[src/rtl/seg7_scan_driver.sv]
`default_nettype none
// ============================================================================
// Module   : seg7_scan_driver
// Purpose  : Time-multiplexed driver for a common-pin 7-segment display.
//            Captures hex data into shadow registers on a load strobe and
//            scans the digits one at a time, with per-digit enable, decimal
//            points and optional leading-zero suppression.
// Ports    : clk        - system clock, rising edge
//            rst_n      - asynchronous active-low reset
//            value      - 4*NUM_DIGITS hex nibbles, nibble i drives digit i
//            dp_in      - decimal point request per digit
//            digit_en   - per-digit enable (0 = dark)
//            blank_lz   - 1 = suppress leading zeros
//            load       - strobe capturing value/dp_in into the shadow
//            seg        - segments a..g on seg[6]..seg[0]
//            dp         - decimal point segment
//            an         - digit select, one-hot when a digit is lit
//            scan_tick  - one-cycle pulse at each digit advance
// Revision : 1.0 - initial release
// ============================================================================
module seg7_scan_driver #(
  parameter int NUM_DIGITS  = 4,
  parameter int REFRESH_DIV = 50000,
  parameter int ACTIVE_LOW  = 1
) (
  input  logic                    clk,
  input  logic                    rst_n,
  input  logic [4*NUM_DIGITS-1:0] value,
  input  logic [NUM_DIGITS-1:0]   dp_in,
  input  logic [NUM_DIGITS-1:0]   digit_en,
  input  logic                    blank_lz,
  input  logic                    load,
  output logic [6:0]              seg,
  output logic                    dp,
  output logic [NUM_DIGITS-1:0]   an,
  output logic                    scan_tick
);

  localparam int c_cw = (REFRESH_DIV > 1) ? $clog2(REFRESH_DIV) : 1;
  localparam int c_iw = (NUM_DIGITS > 1) ? $clog2(NUM_DIGITS) : 1;
  localparam logic [c_cw-1:0] c_cnt_max = c_cw'(REFRESH_DIV - 1);
  localparam logic [c_iw-1:0] c_idx_max = c_iw'(NUM_DIGITS - 1);
  // XOR mask turning logical (active-high) levels into pin levels
  localparam logic c_pol = (ACTIVE_LOW != 0);

  logic [c_cw-1:0]         r_cnt;
  logic [c_iw-1:0]         r_idx;
  logic                    r_tick;
  logic [4*NUM_DIGITS-1:0] r_shadow_val;
  logic [NUM_DIGITS-1:0]   r_shadow_dp;
  logic [6:0]              r_seg;
  logic                    r_dp;
  logic [NUM_DIGITS-1:0]   r_an;

  logic                    w_tc;
  logic [NUM_DIGITS:1]     w_upper_zero;
  logic [NUM_DIGITS-1:0]   w_blank;
  logic [3:0]              w_nib;
  logic                    w_sel_dp;
  logic                    w_sel_en;
  logic                    w_sel_blank;
  logic                    w_lit;
  logic [6:0]              w_seg;
  logic                    w_dp;
  logic [NUM_DIGITS-1:0]   w_an;

  // Logical segment pattern, bit 6 = a ... bit 0 = g
  function automatic logic [6:0] f_decode(input logic [3:0] nib);
    case (nib)
      4'h0: f_decode = 7'h7E;
      4'h1: f_decode = 7'h30;
      4'h2: f_decode = 7'h6D;
      4'h3: f_decode = 7'h79;
      4'h4: f_decode = 7'h33;
      4'h5: f_decode = 7'h5B;
      4'h6: f_decode = 7'h5F;
      4'h7: f_decode = 7'h70;
      4'h8: f_decode = 7'h7F;
      4'h9: f_decode = 7'h7B;
      4'hA: f_decode = 7'h77;
      4'hB: f_decode = 7'h1F;
      4'hC: f_decode = 7'h4E;
      4'hD: f_decode = 7'h3D;
      4'hE: f_decode = 7'h4F;
      default: f_decode = 7'h47;
    endcase
  endfunction

  assign w_tc = (r_cnt == c_cnt_max);

  // w_upper_zero[i]: shadow nibbles NUM_DIGITS-1 down to i are all zero.
  // Digit 0 is never blanked, so the chain stops at digit 1.
  assign w_upper_zero[NUM_DIGITS] = 1'b1;
  assign w_blank[0]               = 1'b0;

  generate
    for (genvar i = 1; i < NUM_DIGITS; i++) begin : g_lz
      assign w_upper_zero[i] = (r_shadow_val[4*i +: 4] == 4'h0) && w_upper_zero[i+1];
      assign w_blank[i]      = blank_lz && w_upper_zero[i];
    end
  endgenerate

  // Select the currently scanned digit and build its logical outputs
  always_comb begin
    w_nib       = 4'h0;
    w_sel_dp    = 1'b0;
    w_sel_en    = 1'b0;
    w_sel_blank = 1'b0;
    w_an        = '0;
    for (int i = 0; i < NUM_DIGITS; i++) begin
      if (r_idx == c_iw'(i)) begin
        w_nib       = r_shadow_val[4*i +: 4];
        w_sel_dp    = r_shadow_dp[i];
        w_sel_en    = digit_en[i];
        w_sel_blank = w_blank[i];
        w_an[i]     = 1'b1;
      end
    end
    w_lit = w_sel_en && !w_sel_blank;
    w_seg = w_lit ? f_decode(w_nib) : 7'h00;
    w_dp  = w_lit && w_sel_dp;
    if (!w_lit) begin
      w_an = '0;
    end
  end

  always_ff @(posedge clk or negedge rst_n) begin
    if (!rst_n) begin
      r_cnt        <= '0;
      r_idx        <= '0;
      r_tick       <= 1'b0;
      r_shadow_val <= '0;
      r_shadow_dp  <= '0;
      r_seg        <= {7{c_pol}};
      r_dp         <= c_pol;
      r_an         <= {NUM_DIGITS{c_pol}};
    end else begin
      r_cnt  <= w_tc ? '0 : r_cnt + 1'b1;
      r_tick <= w_tc;
      if (w_tc) begin
        r_idx <= (r_idx == c_idx_max) ? '0 : r_idx + 1'b1;
      end
      if (load) begin
        r_shadow_val <= value;
        r_shadow_dp  <= dp_in;
      end
      // Outputs come straight from flops so the digit hand-over is clean
      r_seg <= w_seg ^ {7{c_pol}};
      r_dp  <= w_dp ^ c_pol;
      r_an  <= w_an ^ {NUM_DIGITS{c_pol}};
    end
  end

  assign seg       = r_seg;
  assign dp        = r_dp;
  assign an        = r_an;
  assign scan_tick = r_tick;

endmodule
`default_nettype wire

[config.mk]
export PLATFORM = sky130hd
export DESIGN_NAME = seg7_scan_driver
export DESIGN_NICKNAME = d
export VERILOG_FILES = /design/src/rtl/seg7_scan_driver.sv
export SDC_FILE = /design/constraint.sdc
export NUM_CORES = 1
export LEC_CHECK = 0
export ABC_AREA = 1
export BUFFER_PORTS_ARGS = -buffer_cell sky130_fd_sc_hd__buf_2
export CAP_MARGIN = 10
export CORE_MARGIN = 2
export CORE_UTILIZATION = 57
export CTS_CLUSTER_DIAMETER = 50
export DETAILED_ROUTE_END_ITERATION = 16
export PLACE_DENSITY = 0.79
export SETUP_SLACK_MARGIN = 0.4
export SLEW_MARGIN = 40
export SYNTH_ARGS = -nofsm -noshare
export SYNTH_HDL_FRONTEND = slang
export SYNTH_SLANG_ARGS = --single-unit
[constraint.sdc]
create_clock -name clk -period 2.6 [get_ports clk]
set_input_delay 0.13 -clock clk [delete_from_list [all_inputs] [get_ports clk]]
set_output_delay 0.13 -clock clk [all_outputs]
set_load 0.005 [all_outputs]
==> results of run 1 <==
[path summary, 6_finish.rpt]
| kind | end | slack [ns] | from |
|---|---|---|---|
| worst max register to register | seg[5] | 0.58 | r_idx[0] |
| worst max-delay path | seg[5] | 0.58 | r_idx[0] |
| worst min register to register | r_cnt[0] | 0.47 | r_cnt[0] |
| worst min-delay path | r_shadow_val[8] | 0.03 | value[8] |
| max in group asynchronous | seg[5] | 1.66 | rst_n |
| min in group asynchronous | r_cnt[15] | 0.36 | rst_n |
[metrics by stage]
stage / setup WS [ns] / instances / cell area (um2) / power, uW
2_1_floorplan: 0.645 / 306 / 2710 / 1000
3_3_place_gp: 0.499 / 395 / 2940 / 1080
3_5_place_dp: 0.379 / 395 / 2950 / 1080
4_1_cts: 0.445 / 404 / 3100 / 1730
5_1_grt: 0.419 / 405 / 3140 / 1790
6_report: 0.579 / 405 / 3140 / 1720
[power by group through the flow]
stage	logic, uW	clock network, uW	registers [uW]
after global placement	193	0	883
after detailed placement	200	0	884
final	202	649	869
after CTS	203	658	869
after floorplan	120	0	881
after global routing	230	686	874
[sequential cells by signal, summed over array words and instances, names as in the netlist]
signal and flops:
r_cnt 16, r_shadow_val 16, r_shadow_dp 4, seg 7, an 4, scan_tick 1
r_idx 2, dp 1
[layout by cell type, fill, tap and decap left out, types with 2 or more instances in the layout]
cell,Yosys,routed
nand2_1,82,82
buf_2,1,39
dfrtp_1,39,39
inv_1,28,27
nand3_1,23,23
nor2_1,18,18
dfstp_2,12,12
inv_2,10,11
o21ai_0,11,11
mux2_2,10,10
a21oi_1,9,9
xor2_1,9,9
ha_1,11,7
nand4_1,6,6
clkbuf_8,0,5
nor3_1,4,4
nor2_2,3,3
nand2_2,3,3
nand2_4,3,3
buf_4,2,3
nand3b_1,2,2
o21ai_1,2,2
nor4_2,2,2
xnor2_1,2,2
ha_2,0,2
ha_4,0,2
bufinv_16,0,2
[cell families after synthesis]
group	Yosys count
simple gates	152
fa+ha+maj	11
xor+xnor	11
buf+inv	44
mux	10
compound gates	27
flops	51
[what timing repair did]
item / CTS / global route
setup endpoints to repair: 2 / 4
buffers inserted: 0 / 1
hold buffers: 1 / 0
gates resized for setup: 2 / 6
endpoints found under the hold margin: 39 / 0
[worst register-to-register path: cells and delay by family, from the launching register on]
family | cells | cell delay [ns]
flops | 1 | 0.41
simple gates | 9 | 0.80
fa+ha+maj | 2 | 0.60
buf+inv | 1 | 0.17
[routing by layer]
layer  wire length [um]  part of all wire  GRT usage  vias to the layer above
li1                   -                 -          -                     1061
met5                  0                 0          0                        -
met3                227             0.045     0.0525                        5
met2               2450              0.48      0.352                       62
met4                 42            0.0083     0.0617                        0
met1               2350              0.46      0.288                      987
[cell usage after synthesis]
master,number
xor2_1,9
nand2_1,82
clkbuf_1,2
a21boi_2,2
nor2_2,3
ha_1,11
nor3_1,4
a21oi_2,1
nor3_2,1
nand3_2,1
nor4_2,2
dfstp_2,12
nor4_1,1
buf_6,1
inv_1,28
o211ai_1,1
dfrtp_1,39
nand2_4,3
inv_2,10
nand3_1,23
nand2_2,3
o21ai_1,2
nor4_4,1
nor3b_1,1
buf_4,2
nor2_1,18
xnor2_1,2
mux2_2,10
buf_2,1
a21oi_1,9
a22oi_1,1
nor3_4,1
o21ai_0,11
nand4_1,6
nand3b_1,2
[cell type report]
| cell class | instances | area (um2) | area share |
|---|---|---|---|
| tap | 54 | 67.6 | 0.0215 |
| clock buffer | 5 | 68.8 | 0.0219 |
| sequential | 51 | 1290 | 0.412 |
| multi-input combinational | 211 | 1270 | 0.405 |
| clock inverter | 3 | 67.6 | 0.0215 |
| inverter | 38 | 143 | 0.0455 |
| timing repair buffer | 43 | 228 | 0.0726 |
==> reports/metrics.csv, run 1 <==
metric,value,unit
status,"complete, no violations",
cts.sinks,51,
antenna_cells,0,
crit_fanout,5,
clk_latency,0.31,ns
hp-class,in2reg,
syn_area,2710,um2
synthMuxAreaShare,0.0416,
cts.htree.levels,2,
cts_tree,built,
ys_warn_count,0,
die-area,5320,um2
ant_nets,0,
clockPowerShare,0.377,
synth.net_count,345,
core_area,4660,um2
finalCriticalPeriod,2.02,ns
grt_use_total,0.216,
cts_buffers,5,
final_core_util,0.673,
place.port_buffers,40,
drc,0,
hold_ws,0.0281,ns
clock_path_buffers,2,
wl_per_cell,12.5,um
synth_adder_area_share,0.0509,
clk_pin_slew_worst_paths,0.09,ns
path_class,reg2reg,
r2r_cells,12,
area_growth,15.9,%
grt-ovfl-total,0,
crit_top_cell,nand2_1,
final.period_utilization,0.777,
io_pins,41,
netlist_instances,306,
yosys.area_share.simple,0.270,
vias,2115,
synth_area_leader_cell,dfrtp_1,
fin_worst_skew,0.0110,ns
die_h,72.9,um
grt_pass1_vias,1979,
finalSetupTns,0,ns
drive_above_1_share,0.299,
fillers,379,
syn_avg_cell_area,8.84,um2
synth.distinct_cells,35,
max-cap-violations,0,
worstHoldPathCells,3,
finalWirelength,5070,um
synthTopCellsByArea,"dfrtp_1 (36%), dfstp_2 (12%), nand2_1 (11%), ha_1 (5.1%), nand3_1 (4.3%)",
rows,25,
swShare,0.236,
critPathSlowestCell,dfrtp_1,
synth_top_cell_area_share,0.361,
critPathTopFamily,simple AND/OR/NAND/NOR gates,
grt_pass1_wl,8830,um
synth_compound_area_frac,0.0578,
maxSlewViolCount,0,
power_leakage,0.00155,uW
combPwrFrac,0.117,
path_cells,inv_1 > ha_2 > nand3_1 > nand2_1 > nand2_1 > nand2_1 > nand2_1 > ha_1 > nand3b_1 > nand2_1 > nand2_1 > nand2_1,
max_freq,495,MHz
path_depth,12,
hold_violations,0,
worstPathArrival,2.27,ns
yosysSeqAreaShare,0.477,
firstDrtPassIters,4,
place_congestion,0.892,
maxSlewHeadroom,0.619,
start_kind,flip-flop,
switchingPower,405,uW
setup-violations-final,0,
ys_seq_elements,51,
worst_slew_pin_slew,0.571,ns
powerDensity,548,nW/um2
hpwl,3870,um
final_nets,389,
intPower,1310,uW
slowest_delay,0.41,ns
clock-root-buffer,clkbuf_8,
synth-xor-area-share,0.0356,
rsz0062_at_grt,no,
initial_core_util,0.581,
endpoint_kind,flip-flop,
grt_max_degree,48,
ir_drop,0.392,mV
crit_buf_inv,1,
synth_top_family_by_area,simple AND/OR/NAND/NOR gates,
worstPathRequired,2.85,ns
antenna_found_initial,0,
drt_iter0_markers,129,
p_seq_frac,0.505,
die_w,72.9,um
vias_per_cell,5.22,
Note: power is estimated with default switching activity, not from simulation.
==> run 2: changes to the inputs <==
--- a/config.mk
+++ b/config.mk
@@ -9,10 +9,10 @@
 export BUFFER_PORTS_ARGS = -buffer_cell sky130_fd_sc_hd__buf_2
 export CAP_MARGIN = 10
 export CORE_MARGIN = 2
-export CORE_UTILIZATION = 57
+export CORE_UTILIZATION = 51
 export CTS_CLUSTER_DIAMETER = 50
 export DETAILED_ROUTE_END_ITERATION = 16
-export PLACE_DENSITY = 0.79
+export PLACE_DENSITY = 0.75
 export SETUP_SLACK_MARGIN = 0.4
 export SLEW_MARGIN = 40
 export SYNTH_ARGS = -nofsm -noshare
==> constraint.sdc (replaced) <==
create_clock -name clk -period 1.65 [get_ports clk]
set_input_delay 0.0825 -clock clk [delete_from_list [all_inputs] [get_ports clk]]
set_output_delay 0.0825 -clock clk [all_outputs]
set_load 0.005 [all_outputs]
==> reports/metrics.csv, run 2 (synthesis results as in run 1) <==
metric,value,unit,change
place_congestion,0.856,,-4.1%
wl_per_cell,17.8,um,+43%
initial_core_util,0.530,,-0.0508
drt_iter0_markers,364,,+180%
hpwl,3970,um,+2.6%
final_nets,457,,+17%
crit_fanout,7,,+2
worstPathRequired,1.91,ns,-0.94 ns
max_freq,528,MHz,+6.8%
ir_drop,0.589,mV,+50%
cts_buffers,5,,unchanged
final.period_utilization,1.15,,+0.370
met1Wirelength,3210,um,+37%
clock-root-buffer,clkbuf_8,,
fin_worst_skew,0.0151,ns,+0.00416 ns
final_common_cell,nand2_1,,
critPathSlowestCell,dfrtp_1,,
clock_path_buffers,2,,unchanged
r2r_cells,11,,-1
power_leakage,0.00200,uW,+29%
layout.cells.non_filler,489,,+21%
drc,0,,unchanged
grt_pass1_wl,11100,um,+25%
area_growth,53.8,%,
hold_ws,-0.00670,ns,-0.0348 ns
endpoint_kind,flip-flop,,
cts.sinks,51,,unchanged
grt_pass1_vias,2406,,+22%
worstHoldPathCells,2,,-1
start_kind,flip-flop,,
io_pins,41,,unchanged
rsz0062_at_grt,yes,,
finalWirelength,8720,um,+72%
grt_use_total,0.238,,+0.0226
hold_violations,5,,+5
cts.htree.levels,2,,unchanged
antenna_found_initial,0,,unchanged
path_cells,buf_6 > ha_4 > a21oi_2 > nand2_1 > a21boi_2 > buf_4 > ha_2 > nand3_1 > nand3_1 > nand2_1 > nand2_1,,
crit_top_cell,nand2_1,,
drive_above_1_share,0.506,,+0.207
hp-class,in2reg,,
status,finished with violations,,
dr_wl_met2,4150,um,+69%
place_ws,-0.149,ns,-0.528 ns
slowest_delay,0.42,ns,about the same
maxSlewViolCount,0,,unchanged
setup-violations-final,12,,+12
cts_tree,built,,
ant_nets,0,,unchanged
die_h,76.8,um,+5.4%
final_cell_mix,"nand2_1 (68), buf_2 (40), buf_4 (38)",,
die-area,5910,um2,+11%
vias_per_cell,5.61,,+7.5%
grt-ovfl-total,0,,unchanged
firstDrtPassIters,5,,+1
clk_pin_slew_worst_paths,0.09,ns,about the same
place.port_buffers,40,,unchanged
worst_slew_pin_slew,0.633,ns,+0.0620 ns
finalCriticalPeriod,1.89,ns,-0.128 ns
wl_met3,763,um,+240%
top_layer_used,met4,,
die_w,76.8,um,+5.4%
clk_latency,0.33,ns,+0.02 ns
maxSlewHeadroom,0.578,,-0.0413
powerDensity,670,nW/um2,+22%
core_area,5110,um2,+9.6%
rows,26,,+4.0%
path_class,reg2reg,,
antenna_cells,0,,unchanged
finalSetupTns,-1.58,ns,-1.58 ns
dp_cells,429,,+8.6%
finalPower,2790,uW,+62%
worst_slack,-0.242,ns,-0.822 ns
grt_max_degree,52,,+8.3%
final_core_util,0.815,,+0.142
vias,2745,,+30%
worstPathArrival,2.15,ns,-0.12 ns
max-cap-violations,0,,unchanged
violations,"negative hold slack, negative setup slack",,
==> run 2: cell types whose count changed in the layout (fill, tap and decap cells not counted), sizes merged <==
cell         previous run  this run
inv                    38        37
clkbuf                  5         6
buf                    42        97
clkinv                  0         3
bufinv                  2         1
dlygate4sd3             1        13
clkinvlp                1         0
==> run 2: area by class of cell <==
| type | count | area (um2) |
|---|---|---|
| clock buffers | 6 | 82.6 |
| clock inverters | 2 | 35.0 |
| fillers | 275 | 945 |
| inverters | 38 | 168 |
| multi-input cells | 211 | 1640 |
| flip-flops and latches | 51 | 1290 |
| well taps | 70 | 87.6 |
| repair buffers | 110 | 847 |
| repair inverters | 1 | 6.26 |
==> run 2: final timing paths <==
check                      startpoint              end  slack (ns)
max in group asynchronous       rst_n         r_cnt[2]        0.81
hold reg to reg             r_cnt[13]        r_cnt[13]        0.49
min in group asynchronous       rst_n        r_cnt[14]        0.39
setup reg to reg             r_idx[1]           seg[6]       -0.24
hold / removal               value[4]  r_shadow_val[4]      -0.007
setup / recovery             r_idx[1]           seg[6]       -0.24
==> run 2: power breakdown <==
part	internal, uW	total (uW)	switching (uW)	leakage (uW)
Combinational	215	483	268	0.00133
Sequential	1340	1380	42.1	0.000611
Clock	491	927	436	0.0000612
Total	2040	2790	746	0.00200
==> run 2: critical path, delay by kind of cell, from the launching register on <==
family | cells | cell delay [ns]
simple gates | 5 | 0.45
flops | 1 | 0.42
fa+ha+maj | 2 | 0.38
buf+inv | 2 | 0.30
compound gates | 2 | 0.28
==> run 2: through the flow <==
stage,cell area [um2],hold WS (ns)
global placement,3160,0.224
CTS,3710,0.000226
floorplan,2760,-0.213
detailed placement,3160,0.226
finish,4160,-0.00670
global route,4160,-0.00652
==> run 2: routing by layer <==
layer | global-route usage | up-vias
li1 | - | 1200
met1 | 0.309 | 1275
met2 | 0.387 | 205
met3 | 0.0447 | 65
met4 | 0.111 | 0
met5 | 0 | -
==> run 2: repair_timing <==
action                                 CTS  global route
hold buffers                            11             2
setup buffers                           21            17
endpoints found under the hold margin   49             2
resized for setup                       35            72
setup endpoints to repair               26            29
cloned                                   0             1
pin swaps                               20            27
